File: src/rtl/gray_step_monitor.sv
// gray_step_monitor
//   Watches the 3-bit Gray count and the overflow flag of an upstream Gray
//   counter. Each sampled code is decoded to binary. Every change must be a
//   legal +1 step (mod 8). The block counts 7->0 wraps in a saturating
//   counter and raises a sticky error when it sees an illegal move.
//
// Parameters
//   WRAP_W  width of o_wrap_count (saturates at all-ones)
//   STRICT  1: a backward (-1) step is an error; 0: a backward step is held silently
//
// Ports
//   i_clk         rising-edge clock
//   i_reset       asynchronous active-high reset, clears all state
//   i_gray[2:0]   Gray code from the upstream counter
//   i_overflow    upstream overflow level
//   i_clear       synchronous clear: zero wrap count, drop error, resync
//   o_bin[2:0]    registered binary decode of the last accepted code
//   o_step        1-cycle pulse, legal +1 step accepted
//   o_wrap        1-cycle pulse, accepted step was 7->0
//   o_wrap_count  saturating count of wraps since reset/clear
//   o_ovf_rise    1-cycle pulse on a 0->1 edge of i_overflow
//   o_error       sticky illegal-transition flag
module gray_step_monitor #(
  parameter int WRAP_W = 8,
  parameter bit STRICT = 1'b1
) (
  input  logic              i_clk,
  input  logic              i_reset,
  input  logic [2:0]        i_gray,
  input  logic              i_overflow,
  input  logic              i_clear,
  output logic [2:0]        o_bin,
  output logic              o_step,
  output logic              o_wrap,
  output logic [WRAP_W-1:0] o_wrap_count,
  output logic              o_ovf_rise,
  output logic              o_error
);

  typedef enum logic [1:0] {
    S_INIT  = 2'd0,
    S_TRACK = 2'd1,
    S_FAULT = 2'd2
  } state_t;

  state_t              r_state;
  state_t              w_state_nxt;

  logic [2:0]          r_bin;
  logic                r_step;
  logic                r_wrap;
  logic [WRAP_W-1:0]   r_wrap_cnt;
  logic                r_error;
  logic                r_ovf_q;
  logic                r_ovf_rise;

  logic [2:0]          w_bin_nxt;
  logic                w_step_nxt;
  logic                w_wrap_nxt;
  logic [WRAP_W-1:0]   w_wrap_cnt_nxt;
  logic                w_error_nxt;

  logic [2:0]          w_dec;
  logic [2:0]          w_delta;
  logic                w_illegal;

  function automatic logic [2:0] gray2bin(input logic [2:0] g);
    return {g[2], g[2] ^ g[1], g[2] ^ g[1] ^ g[0]};
  endfunction

  function automatic logic [WRAP_W-1:0] sat_inc(input logic [WRAP_W-1:0] v);
    if (&v) return v;
    return v + {{(WRAP_W-1){1'b0}}, 1'b1};
  endfunction

  // r_bin always holds the decode of the previously accepted code, so the
  // step size is the 3-bit difference against it (natural mod-8 wrap).
  assign w_dec   = gray2bin(i_gray);
  assign w_delta = w_dec - r_bin;

  // Anything other than hold or +1 is illegal. A -1 step (delta 7) is only
  // tolerated when STRICT is off.
  assign w_illegal = (w_delta != 3'd0) && (w_delta != 3'd1) &&
                     !((w_delta == 3'd7) && !STRICT);

  // State register
  always_ff @(posedge i_clk or posedge i_reset) begin
    if (i_reset) r_state <= S_INIT;
    else         r_state <= w_state_nxt;
  end

  // Next-state logic; clear wins over everything else
  always_comb begin
    w_state_nxt = r_state;
    if (i_clear) begin
      w_state_nxt = S_INIT;
    end else begin
      case (r_state)
        S_INIT:  w_state_nxt = S_TRACK;
        S_TRACK: if (w_illegal) w_state_nxt = S_FAULT;
        S_FAULT: w_state_nxt = S_FAULT;
        default: w_state_nxt = S_INIT;
      endcase
    end
  end

  // Output logic: next values of the registered outputs
  always_comb begin
    w_bin_nxt      = r_bin;
    w_step_nxt     = 1'b0;
    w_wrap_nxt     = 1'b0;
    w_wrap_cnt_nxt = r_wrap_cnt;
    w_error_nxt    = r_error;
    if (i_clear) begin
      w_wrap_cnt_nxt = '0;
      w_error_nxt    = 1'b0;
    end else begin
      case (r_state)
        S_INIT: begin
          w_bin_nxt = w_dec;
        end
        S_TRACK: begin
          if (w_delta == 3'd1) begin
            w_bin_nxt  = w_dec;
            w_step_nxt = 1'b1;
            if (r_bin == 3'd7) begin
              w_wrap_nxt     = 1'b1;
              w_wrap_cnt_nxt = sat_inc(r_wrap_cnt);
            end
          end else if (w_illegal) begin
            w_bin_nxt   = w_dec;
            w_error_nxt = 1'b1;
          end
        end
        S_FAULT: begin
          // Keep following the input so that debug logic still sees the live code.
          w_bin_nxt = w_dec;
        end
        default: begin
          w_bin_nxt = r_bin;
        end
      endcase
    end
  end

  // Output / status registers
  always_ff @(posedge i_clk or posedge i_reset) begin
    if (i_reset) begin
      r_bin      <= 3'd0;
      r_step     <= 1'b0;
      r_wrap     <= 1'b0;
      r_wrap_cnt <= '0;
      r_error    <= 1'b0;
    end else begin
      r_bin      <= w_bin_nxt;
      r_step     <= w_step_nxt;
      r_wrap     <= w_wrap_nxt;
      r_wrap_cnt <= w_wrap_cnt_nxt;
      r_error    <= w_error_nxt;
    end
  end

  // Overflow edge detect runs independently of the FSM and of clear.
  always_ff @(posedge i_clk or posedge i_reset) begin
    if (i_reset) begin
      r_ovf_q    <= 1'b0;
      r_ovf_rise <= 1'b0;
    end else begin
      r_ovf_q    <= i_overflow;
      r_ovf_rise <= i_overflow & ~r_ovf_q;
    end
  end

  assign o_bin        = r_bin;
  assign o_step       = r_step;
  assign o_wrap       = r_wrap;
  assign o_wrap_count = r_wrap_cnt;
  assign o_ovf_rise   = r_ovf_rise;
  assign o_error      = r_error;

endmodule

File: config.mk
export PLATFORM = sky130hd
export DESIGN_NAME = gray_step_monitor
export DESIGN_NICKNAME = d
export VERILOG_FILES = /design/src/rtl/gray_step_monitor.sv
export SDC_FILE = /design/constraint.sdc
export NUM_CORES = 1
export LEC_CHECK = 0
export CORE_MARGIN = 2
export CORE_UTILIZATION = 25
export DETAILED_ROUTE_END_ITERATION = 10
export SLEW_MARGIN = 20
export SYNTH_ARGS = -nofsm -noshare
export SYNTH_HDL_FRONTEND = slang
export SYNTH_SLANG_ARGS = --single-unit
export TNS_END_PERCENT = 10
File: constraint.sdc
create_clock -name i_clk -period 2.9 [get_ports i_clk]
set_clock_uncertainty 0.1 [all_clocks]
set_input_delay 0.29 -clock i_clk [delete_from_list [all_inputs] [get_ports i_clk]]
set_output_delay 0.29 -clock i_clk [all_outputs]
set_load 0.05 [all_outputs]
Yosys cells after proc, flatten, opt, wreduce, memory -nomap -nowiden
Cells that the tools add are included.
{"block": "totals", "ff_bits": 18, "elab_cells": 64}
{"block": "op_classes", "addsub": 2, "eq_ne": 9, "mux": 27, "n_bitwise": 5, "n_reduce_logical": 13}
{"op": "2-to-1 mux 8 bit", "count": 5}
{"op": "2-to-1 mux 1 bit", "count": 16}
{"op": "nonzero test 2 bit", "count": 5}
{"op": "inequality test 3 bit (second input constant)", "count": 3}
{"op": "adder 8 x 1 -> 8 bit (second input constant)", "count": 1}
{"op": "AND reduction 8 bit", "count": 1}
{"op": "2-to-1 mux 3 bit", "count": 2}
{"op": "one-hot mux 2 bit (3 select lines)", "count": 1}
{"op": "one-hot mux 3 bit (2 select lines)", "count": 1}
{"op": "AND reduction 3 bit", "count": 2}
{"op": "2-to-1 mux 2 bit", "count": 2}
{"op": "AND reduction 4 bit", "count": 1}
{"op": "== test 3 x 1 -> 1 bit (second input constant)", "count": 1}
{"op": "== test 3 bit (second input constant)", "count": 1}
{"op": "inequality test 3 x 1 -> 1 bit (second input constant)", "count": 1}
{"op": "nonzero test 3 bit", "count": 1}
{"op": "subtractor 3 bit", "count": 1}
{"op": "== test 2 x 1 -> 1 bit (second input constant)", "count": 1}
{"op": "== test 2 bit (second input constant)", "count": 1}
{"op": "logical NOT 2 bit", "count": 1}
{"op": "inequality test 2 bit (second input constant)", "count": 1}
{"op": "NOT 1 bit", "count": 2}
{"op": "OR reduction 2 bit", "count": 1}
{"op": "XOR 1 bit", "count": 2}
{"op": "other kinds (2)", "count": 2}

Longest topological paths before layout
Gate-level depths: netlist of run 1.
{"block": "depth", "depth_word": 12, "ltp_mapped": 10, "mapped_depth_nobuf": 9}

Worst setup path before layout of run 1
Ideal clock, no wire load.
{"block": "synth_timing", "path_type": "input to register", "from": "input port i_gray[1]", "to": "register r_wrap_cnt[6], in the netlist o_wrap_count[6]", "arrival_time_ns": 2.550, "path_slack_ns": 0.131, "cell_stages": 9, "n_path_buf": 0, "cell_sequence": "xor2_1 xnor2_1 ha_1 inv_1 fa_1 nand2b_1 or3_4 or4b_1 and3_1"}
{"block": "synth_between", "elab_chain_cells": 6}
{"element": "start: declaration", "line_no": "29", "rtl": "input logic [2:0] i_gray,"}
{"element": "XOR 1 bit (*)", "line_no": "68", "rtl": "return {g[2], g[2] ^ g[1], g[2] ^ g[1] ^ g[0]};"}
{"element": "XOR 1 bit", "line_no": "68"}
{"element": "subtractor 3 bit (*)", "line_no": "79", "rtl": "assign w_delta = w_dec - r_bin;"}
{"element": "== test 3 x 1 -> 1 bit (*)", "line_no": "123", "rtl": "if (w_delta == 3'd1) begin"}
{"element": "nonzero test 2 bit (no source line) (*)"}
{"element": "AND reduction 4 bit (no source line) (*)"}
{"element": "end signal: assignment", "line_no": "158", "rtl": "r_wrap_cnt <= w_wrap_cnt_nxt;"}
{"element": "end: declaration", "line_no": "52", "rtl": "logic [WRAP_W-1:0] r_wrap_cnt;"}
Every way passes the cells marked *; elsewhere a longest branch is shown, timed or not.
A chain may end at the register's enable or synchronous reset.

Worst setup path in the final report of run 1
{"block": "layout_timing", "from": "input port i_gray[1]", "to": "register r_wrap_cnt[6], in the netlist o_wrap_count[6]"}
{"block": "layout_between", "elab_chain_cells": 6}
{"element": "XOR 1 bit (*)", "line_no": "68"}
{"element": "net w_dec[1]", "line_no": "63", "rtl": "logic [2:0] w_dec;"}
{"element": "XOR 1 bit", "line_no": "68"}
{"element": "subtractor 3 bit (*)", "line_no": "79"}
{"element": "== test 3 x 1 -> 1 bit (*)", "line_no": "123"}
{"element": "nonzero test 2 bit (no source line) (*)"}
{"element": "AND reduction 4 bit (no source line) (*)"}
The timed path passes the listed nets; every way through them passes the cells marked *.

==> results of run 1 <==
[critical path, delay by kind of cell]
family        cells  cell delay [ps]
buf+inv           2              300
xor+xnor          2              390
simple gates      4             1160
fa+ha+maj         2              650
[cells in the mapped netlist, drive strengths merged (2+ instances only)]
library cell | n | area share
a21oi | 4 | 0.020
inv | 9 | 0.034
dfrtp | 18 | 0.46
or3 | 3 | 0.024
xor2 | 2 | 0.018
mux2 | 3 | 0.034
o41ai | 2 | 0.018
nor2b | 2 | 0.013
nor2 | 6 | 0.025
o311ai | 2 | 0.018
nor3 | 2 | 0.010
or2 | 2 | 0.013
o21ai | 3 | 0.015
ha | 5 | 0.064
nand2 | 5 | 0.019
nand3 | 4 | 0.020
mux2i | 3 | 0.030
and3 | 2 | 0.013
[sequential cells by signal, summed over array words and instances (netlist names)]
signal / cells
o_wrap_count: 8
o_wrap: 1
o_error: 1
r_state: 2
o_step: 1
o_bin: 3
r_ovf_q: 1
o_ovf_rise: 1
[what timing repair did]
action / 4_1_cts / 5_1_grt
hold buffers: 0 / 0
pin swaps: 8 / 5
buffers inserted: 2 / 1
cloned: 0 / 0
gates resized for setup: 6 / 6
setup endpoints to repair: 6 / 10
[area by class of cell]
class,count,share of cell area
inverters,9,0.0237
clock buffers,3,0.0289
multi-input cells,64,0.371
flip-flops and latches,18,0.316
well taps,48,0.0421
repair buffers,34,0.219
[cells by family (layout without fill, tap and decap cells)]
kind of cell             after synthesis  in the layout  share of synthesized area
AND/OR/NAND/NOR                       32             32                      0.183
adder cells (fa/ha/maj)                6              6                     0.0839
XOR/XNOR                               4              4                     0.0496
flip-flops                            18             18                      0.457
buffers and inverters                 11             46                     0.0432
multiplexers                           6              6                     0.0648
AO/OA/AOI/OAI                         16             16                      0.118
[path summary, 6_finish.rpt]
check	endpoint	slack, ps
max	o_wrap_count[6]	150
min	o_ovf_rise	300
max reg2reg	o_wrap_count[6]	440
min reg2reg	o_ovf_rise	300
max in group asynchronous	r_state[1]	1930
min in group asynchronous	o_bin[0]	340
[power by group]
| part | leakage [nW] | internal [W] | switching (W) |
|---|---|---|---|
| Sequential | 0.239 | 0.000296 | 0.0000421 |
| Combinational | 0.370 | 0.000260 | 0.000288 |
| Clock | 0.0216 | 0.0000921 | 0.0000796 |
| Total | 0.630 | 0.000648 | 0.000410 |
[per-stage QoR]
step / instances / instance area, um2 / power (W)
6_report: 176 / 1430 / 0.00106
5_1_grt: 176 / 1430 / 0.00113
4_1_cts: 175 / 1390 / 0.00106
3_5_place_dp: 170 / 1320 / 0.000855
3_3_place_gp: 170 / 1320 / 0.000837
2_1_floorplan: 93 / 985 / 0.000658
[routing by layer]
layer  global-route usage  vias to the layer above  routed length, um
met2                0.193                       15               1130
li1                     -                      403                  -
met5                    0                        -                  0
met4               0.0459                        0                 31
met3               0.0152                        2                 53
met1                0.137                      412                978
==> results by group, run 1 <==
Die
  • Count of pins on the block boundary: 22
  • Std cell rows: 22
  • Die width: 66.8 um
  • Core area: 3720 um2
  • Starting density of the core: 0.265
  • Height of the die: 66.8 um
  • DIE AREA: 4460 um2

Routing
  • Routed length per placed instance: 12.5 um
  • DRC: 0
  • Total iterations of the first detailed-routing run: 4
  • Vias post-DR: 832
  • Initial DRC count: 23
  • Total detailed-routing wirelength: 2200 um
  • Detail Route Antenna Nets: 0
  • Vias/cell: 4.73

Setup path
  • Worst path required time: 2940 ps
  • Critical Path Start Type: input pin
  • Reg2reg path depth: 7
  • Critical path arrival: 2790 ps
  • Highest fanout seen on the critical path: 5
  • Worst r2r src: o_bin[0]
  • Launching element of the worst setup path: i_gray[1]
  • Setup Crit Path Kind: input pin to flip-flop
  • Critical Path End Type: flip-flop
  • Delay of the slowest cell on the worst path: 460 ps
  • Critical Path, Cell by Cell: dlygate4sd2_1, xor2_2, xnor2_2, ha_2, inv_1, fa_1, nand2b_4, or3_4, or4b_1, and3_1
  • CP max-delay cell: sky130_fd_sc_hd__fa_1

Synthesis
  • Sequential share of the synthesized area: 0.457
  • Number of flip-flops and latches in the synthesized netlist: 18
  • Post-synthesis instance area: 985 um2
  • Yosys warning total: 0
  • Post-Syn Area per Cell: 10.6 um2
  • Net Count, Synth: 106
  • EDFF count, synth: 0
  • Cell count after synthesis: 93
  • Share of flip-flops with an asynchronous set or reset after synthesis: 1.00
  • Number of unique standard cell types used by synthesis: 36
  • Post-synth top flop: sky130_fd_sc_hd__dfrtp_1

Placed design
  • Worst slack at placement: -362 ps
  • Final GP Congestion: 0.757
  • Number of port buffers: 21
  • DP Wirelength: 1620 um

Finish
  • Sequential Area: 450 um2
  • Ratio of cells with drive above 1 in the final layout: 0.242
  • Total Nets Final: 143
  • Multi-input logic area: 529 um2
  • Area added between synthesis and finish: 45.0%
  • Commonest non-fill, non-tap cells in the layout: 18 x sky130_fd_sc_hd__clkdlybuf4s50_1, 18 x sky130_fd_sc_hd__dfrtp_1, 12 x sky130_fd_sc_hd__buf_4, 9 x sky130_fd_sc_hd__inv_1
  • Post-Route Utilization: 0.384
  • Diodes inserted: 0
  • Fill cell count: 359

Timing
  • Final TNS setup: 0 ps
  • Unrepaired setup endpoints after global routing: false
  • Number of hold violations in the final report: 0
  • Max-Slew Margin vs Limit: 0.549
  • Highest clock frequency the design can meet: 364 MHz
  • Final Worst Setup Slack: 152 ps
  • Period Utilization, post-route: 0.948
  • Worst Max-Slew Pin Slew: 676 ps
  • Minimum clock period after layout: 2750 ps
  • Final Max Slew Viols: 0
  • Hold slack final: 303 ps
  • Final count of negative-setup-slack endpoints: 0

CTS
  • Clock Latency Late Sink: 250 ps
  • Root buffer cell: sky130_fd_sc_hd__clkbuf_8
  • Sinks on the clock net: 18
  • CTS clock-pin slew for the worst setup and hold paths: 70 ps
  • TritonCTS clock tree: built
  • Deepest clock path buffer count: 2
  • Clock buffer count from CTS: 3
  • H-tree lvl count: 1

GRT
  • Wire length of the first global-routing pass: 3730 um
  • Pin count of the biggest net entering global routing: 19
  • Total congestion overflow: 0
  • Via count of the first global-routing pass: 839
  • Initial antenna violation count: 0
  • Global router's overall resource usage: 0.111

Power and ir drop
  • Power Density: 741 nW/um2
  • Static Leakage: 0.630 nW
  • Peak ir drop on the vdd network: 0.232 mV

Hold path
  • Hold Path Class: flip-flop to flip-flop
  • Count of cells along the worst hold path: 1
  • Startpoint of the lowest-slack hold path: r_ovf_q

Job
  • Number of max-cap violations: 0

Status
  • Result of the run: complete, no violations
Note: power is estimated with default switching activity, not from simulation.
==> run 2, diff against run 1 <==
Settings changed: ABC_AREA from default to 0, SKIP_CTS_REPAIR_TIMING from default to 1.
==> results by group, run 2 (same netlist as run 1, synthesis figures left out) <==
Status
  • Result of the run: complete, no violations

Finish
  • Area added between synthesis and finish: 42.3%
  • Flip-flop count of the largest register, all copies and words added: 8 (unchanged)
  • Commonest non-fill, non-tap cells in the layout: 19 x sky130_fd_sc_hd__clkdlybuf4s50_1, 18 x sky130_fd_sc_hd__dfrtp_1, 10 x sky130_fd_sc_hd__buf_4, 9 x sky130_fd_sc_hd__inv_1
  • Ratio of cells with drive above 1 in the final layout: 0.216 (-0.0262)
  • Design Area, Final: 1400 um2 (-1.8%)
  • Filler-free cell count of the finished design: 173 (-1.7%)
  • Most common library cell in the layout ignoring fill and taps: sky130_fd_sc_hd__clkdlybuf4s50_1
  • Total Nets Final: 140 (-2.1%)
  • Diodes inserted: 0 (unchanged)

Hold path
  • Hold Path Class: flip-flop to flip-flop

CTS
  • Root buffer cell: sky130_fd_sc_hd__clkbuf_8
  • TritonCTS clock tree: built
  • Clock Latency Late Sink: 250 ps (about the same)
  • H-tree lvl count: 1 (unchanged)
  • Deepest clock path buffer count: 2 (unchanged)
  • CTS clock-pin slew for the worst setup and hold paths: 70 ps (about the same)
  • Clock buffer count from CTS: 3 (unchanged)
  • Sinks on the clock net: 18 (unchanged)

Routing
  • Vias/cell: 4.77 (+0.88%)
  • Vias post-DR: 825 (-0.84%)
  • DRC: 0 (unchanged)
  • Total iterations of the first detailed-routing run: 4 (unchanged)
  • Total detailed-routing wirelength: 2180 um (-0.77%)
  • Detail Route Antenna Nets: 0 (unchanged)
  • Routed length per placed instance: 12.6 um (+0.95%)
  • Initial DRC count: 18 (-22%)

Timing
  • Final count of negative-setup-slack endpoints: 0 (unchanged)
  • Worst Max-Slew Pin Slew: 675 ps (-0.161 ps)
  • Final Max Slew Viols: 0 (unchanged)
  • Unrepaired setup endpoints after global routing: false
  • Final TNS setup: 0 ps (unchanged)
  • Highest clock frequency the design can meet: 363 MHz (-0.31%)
  • Max-Slew Margin vs Limit: 0.549 (about the same)
  • Number of hold violations in the final report: 0 (unchanged)
  • Period Utilization, post-route: 0.951 (+0.00297)
  • Minimum clock period after layout: 2760 ps (+8.62 ps)

Die
  • Count of pins on the block boundary: 22 (unchanged)
  • DIE AREA: 4460 um2 (unchanged)
  • Height of the die: 66.8 um (unchanged)
  • Std cell rows: 22 (unchanged)
  • Core area: 3720 um2 (unchanged)
  • Die width: 66.8 um (unchanged)
  • Starting density of the core: 0.265 (unchanged)

GRT
  • Global router's overall resource usage: 0.109 (-0.00214)
  • Wire length of the first global-routing pass: 3660 um (-1.8%)
  • Via count of the first global-routing pass: 831 (-0.95%)
  • Total congestion overflow: 0 (unchanged)
  • Pin count of the biggest net entering global routing: 19 (unchanged)
  • Initial antenna violation count: 0 (unchanged)

Setup path
  • Worst R2R Setup Slack: 410 ps (-30 ps)
  • Critical Path Start Type: input pin
  • Worst path required time: 2940 ps (about the same)
  • Critical Path End Type: flip-flop
  • Setup Crit Path Kind: input pin to flip-flop
  • Launching element of the worst setup path: i_gray[0]
  • Critical Path, Cell by Cell: clkdlybuf4s50_1, xnor2_2, ha_2, inv_1, fa_1, nand2b_4, or3_4, or4_1, o211a_1
  • Delay of the slowest cell on the worst path: 520 ps (+60 ps)
  • CP max-delay cell: sky130_fd_sc_hd__or4_1
  • Reg2reg end: o_wrap_count[7]
  • Worst r2r src: o_bin[0]
  • Critical path arrival: 2790 ps (about the same)
  • Reg2reg path depth: 7 (unchanged)
  • Highest fanout seen on the critical path: 5 (unchanged)
  • Termination of the worst setup path: o_wrap_count[7]

Job
  • Number of max-cap violations: 0 (unchanged)

Placed design
  • Final GP Congestion: 0.757 (unchanged)
  • Number of port buffers: 21 (unchanged)
  • DP Wirelength: 1620 um (unchanged)
  • Total placed instance area: 1320 um2 (unchanged)
  • Number of cells in the design after placement: 170 (unchanged)

Power and ir drop
  • Static Leakage: 0.620 nW (-1.7%)
  • Total power: 0.00105 W (-0.96%)
  • Peak ir drop on the vdd network: 0.228 mV (-1.5%)
  • Power Density: 747 nW/um2 (+0.90%)
==> run 2: how the worst min path moves through the flow <==
stage	from	endpoint	slack, ps	cells past startpoint
floorplan	i_reset	o_bin[0]	130	1
global placement	r_ovf_q	o_ovf_rise	290	1
detailed placement	r_ovf_q	o_ovf_rise	300	1
CTS	r_ovf_q	o_ovf_rise	310	1
global route	r_ovf_q	o_ovf_rise	320	1
finish	r_ovf_q	o_ovf_rise	300	1
==> run 2: through the flow <==
step | util | hold slack, ps | worst slack [ps]
after global placement | 0.356 | 287 | -299
after CTS | 0.367 | 309 | -119
after global routing | 0.377 | 322 | 27.2
after detailed placement | 0.356 | 299 | -362
final | 0.377 | 304 | 143
after floorplan | - | 129 | 131
==> run 2: cell type report <==
| cell class | instances | area [um2] |
|---|---|---|
| multi-input combinational | 64 | 526 |
| clock buffer | 3 | 41.3 |
| fill | 361 | 2310 |
| tap | 48 | 60.1 |
| inverter | 9 | 33.8 |
| timing repair buffer | 31 | 290 |
| sequential | 18 | 450 |
==> run 2: metal layers <==
| layer | share of wire | track usage | vias to the layer above |
|---|---|---|---|
| met5 | 0 | 0 | - |
| met4 | 0.014 | 0.0459 | 0 |
| met3 | 0.033 | 0.0152 | 2 |
| met2 | 0.50 | 0.190 | 23 |
| met1 | 0.46 | 0.132 | 402 |
| li1 | - | - | 398 |
==> run 2: report_power, final <==
part           leakage (nW)  switching, W  total [W]  internal, W
clock network        0.0216     0.0000799   0.000172    0.0000921
logic                 0.360      0.000285   0.000537     0.000252
registers             0.239     0.0000419   0.000338     0.000296
total                 0.620      0.000407    0.00105     0.000640
==> run 2: critical path, delay by kind of cell <==
family	cells	cell delay [ps]
XOR/XNOR	1	130
buffers and inverters	2	550
AO/OA/AOI/OAI	1	150
AND/OR/NAND/NOR	3	1030
adder cells (fa/ha/maj)	2	650
==> run 3, diff against run 2 <==
Settings changed: SETUP_SLACK_MARGIN from default to 0.2.
==> results by group, run 3 (same netlist as run 1, synthesis figures left out) <==
CTS
  • CTS clock-pin slew for the worst setup and hold paths: 70 ps (about the same)
  • Deepest clock path buffer count: 2 (unchanged)
  • Clock buffer count from CTS: 3 (unchanged)
  • Clock Latency Late Sink: 250 ps (about the same)
  • H-tree lvl count: 1 (unchanged)
  • Root buffer cell: sky130_fd_sc_hd__clkbuf_8
  • Sinks on the clock net: 18 (unchanged)
  • TritonCTS clock tree: built

Die
  • Count of pins on the block boundary: 22 (unchanged)
  • Height of the die: 66.8 um (unchanged)
  • DIE AREA: 4460 um2 (unchanged)
  • Die width: 66.8 um (unchanged)
  • Std cell rows: 22 (unchanged)
  • Starting density of the core: 0.265 (unchanged)
  • Core area: 3720 um2 (unchanged)

Setup path
  • Critical Path, Cell by Cell: dlymetal6s2s_1, xor2_2, xnor2_2, ha_2, inv_1, fa_1, nand2b_4, or3_4, or4b_1, and3_1
  • Critical path arrival: 2690 ps (-100 ps)
  • Cell family with most CP delay: simple AND/OR/NAND/NOR gates
  • Worst path required time: 2940 ps (about the same)
  • Critical Path End Type: flip-flop
  • Worst R2R Setup Slack: 440 ps (+30 ps)
  • Buf/Inv on CP: 2 (unchanged)
  • Delay of the slowest cell on the worst path: 500 ps (-20 ps)
  • Critical Path Start Type: input pin
  • Setup Crit Path Kind: input pin to flip-flop
  • Highest fanout seen on the critical path: 5 (unchanged)
  • CP max-delay cell: sky130_fd_sc_hd__or4b_1

Finish
  • Commonest non-fill, non-tap cells in the layout: 18 x sky130_fd_sc_hd__clkdlybuf4s50_1, 17 x sky130_fd_sc_hd__dfrtp_1, 10 x sky130_fd_sc_hd__buf_4, 9 x sky130_fd_sc_hd__inv_1
  • Area added between synthesis and finish: 42.2% (about the same)
  • Most common library cell in the layout ignoring fill and taps: sky130_fd_sc_hd__clkdlybuf4s50_1
  • Sequential Area: 452 um2 (+0.28%)
  • Ratio of cells with drive above 1 in the final layout: 0.206 (-0.00965)
  • Multi-input logic area: 517 um2 (-1.7%)
  • Total Nets Final: 140 (unchanged)
  • Post-Route Utilization: 0.377 (about the same)
  • Design Area, Final: 1400 um2 (about the same)
  • Diodes inserted: 0 (unchanged)
  • Flip-flop count of the largest register, all copies and words added: 8 (unchanged)
  • Fill cell count: 350 (-3.0%)

Routing
  • DRC: 0 (unchanged)
  • Detail Route Antenna Nets: 0 (unchanged)
  • Vias post-DR: 822 (-0.36%)
  • Total detailed-routing wirelength: 2080 um (-4.7%)
  • Total iterations of the first detailed-routing run: 4 (unchanged)
  • Routed length per placed instance: 11.9 um (-5.3%)
  • Vias/cell: 4.72 (-0.94%)
  • Initial DRC count: 28 (+10)

Timing
  • Final TNS setup: 0 ps (unchanged)
  • Worst Max-Slew Pin Slew: 656 ps (-19.6 ps)
  • Number of hold violations in the final report: 0 (unchanged)
  • Minimum clock period after layout: 2650 ps (-107 ps)
  • Final Worst Setup Slack: 250 ps (+107 ps)
  • Final count of negative-setup-slack endpoints: 0 (unchanged)
  • Period Utilization, post-route: 0.914 (-0.0369)
  • Unrepaired setup endpoints after global routing: true
  • Max-Slew Margin vs Limit: 0.562 (+0.0131)
  • Final Max Slew Viols: 0 (unchanged)
  • Highest clock frequency the design can meet: 377 MHz (+4.0%)

Power and ir drop
  • Peak ir drop on the vdd network: 0.209 mV (-8.5%)
  • Static Leakage: 0.627 nW (+1.1%)
  • Power Density: 754 nW/um2 (+0.91%)
  • Total power: 0.00106 W (+0.82%)

Placed design
  • DP Wirelength: 1560 um (-4.0%)
  • Worst slack at placement: -344 ps (+17.5 ps)
  • Number of port buffers: 21 (unchanged)
  • Final GP Congestion: 0.794 (+4.8%)
  • Total placed instance area: 1320 um2 (about the same)

Hold path
  • Hold Path Class: input pin to flip-flop

GRT
  • Via count of the first global-routing pass: 826 (-0.60%)
  • Wire length of the first global-routing pass: 3550 um (-3.2%)
  • Total congestion overflow: 0 (unchanged)
  • Global router's overall resource usage: 0.104 (-0.00420)
  • Initial antenna violation count: 0 (unchanged)
  • Pin count of the biggest net entering global routing: 19 (unchanged)

Job
  • Number of max-cap violations: 0 (unchanged)

Status
  • Result of the run: complete, no violations
## run 3: worst min-delay path: cells and delay by family
kind | cells | cell delay [ps]
xor+xnor | 1 | 130
buf+inv | 1 | 120
mux | 1 | 60
## run 3: area by class of cell
cell class / instances / area share
clock buffer: 4 / 0.0322
inverter: 9 / 0.0241
sequential: 18 / 0.323
multi-input combinational: 64 / 0.369
tap: 48 / 0.0429
timing repair buffer: 31 / 0.209
## run 3: path summary, 6_finish.rpt
| path | endpoint | depth (start not counted) | start |
|---|---|---|---|
| min | o_bin[0] | 3 | i_gray[0] |
| max | o_wrap_count[6] | 10 | i_gray[2] |
| max reg2reg | o_wrap_count[6] | 7 | o_bin[0] |
| min reg2reg | o_ovf_rise | 1 | r_ovf_q |
| min in group asynchronous | o_error | 2 | i_reset |
| max in group asynchronous | o_bin[0] | 2 | i_reset |
## run 3: report_power, final
group          switching [W]  internal (W)
combinational       0.000282      0.000253
sequential         0.0000412      0.000297
clock              0.0000849     0.0000976
## run 3: stage by stage
step	std cells	hold slack, ps
floorplan	93	129
global placement	169	288
detailed placement	169	294
CTS	173	304
global route	174	323
finish	174	287
## run 3: metal layers
layer  up-vias  global-route usage  share of wire
met1       396               0.122           0.45
met3         4              0.0152          0.034
li1        401                   -              -
met5         -                   0              0
met2        21               0.175           0.49
met4         0              0.0714          0.022
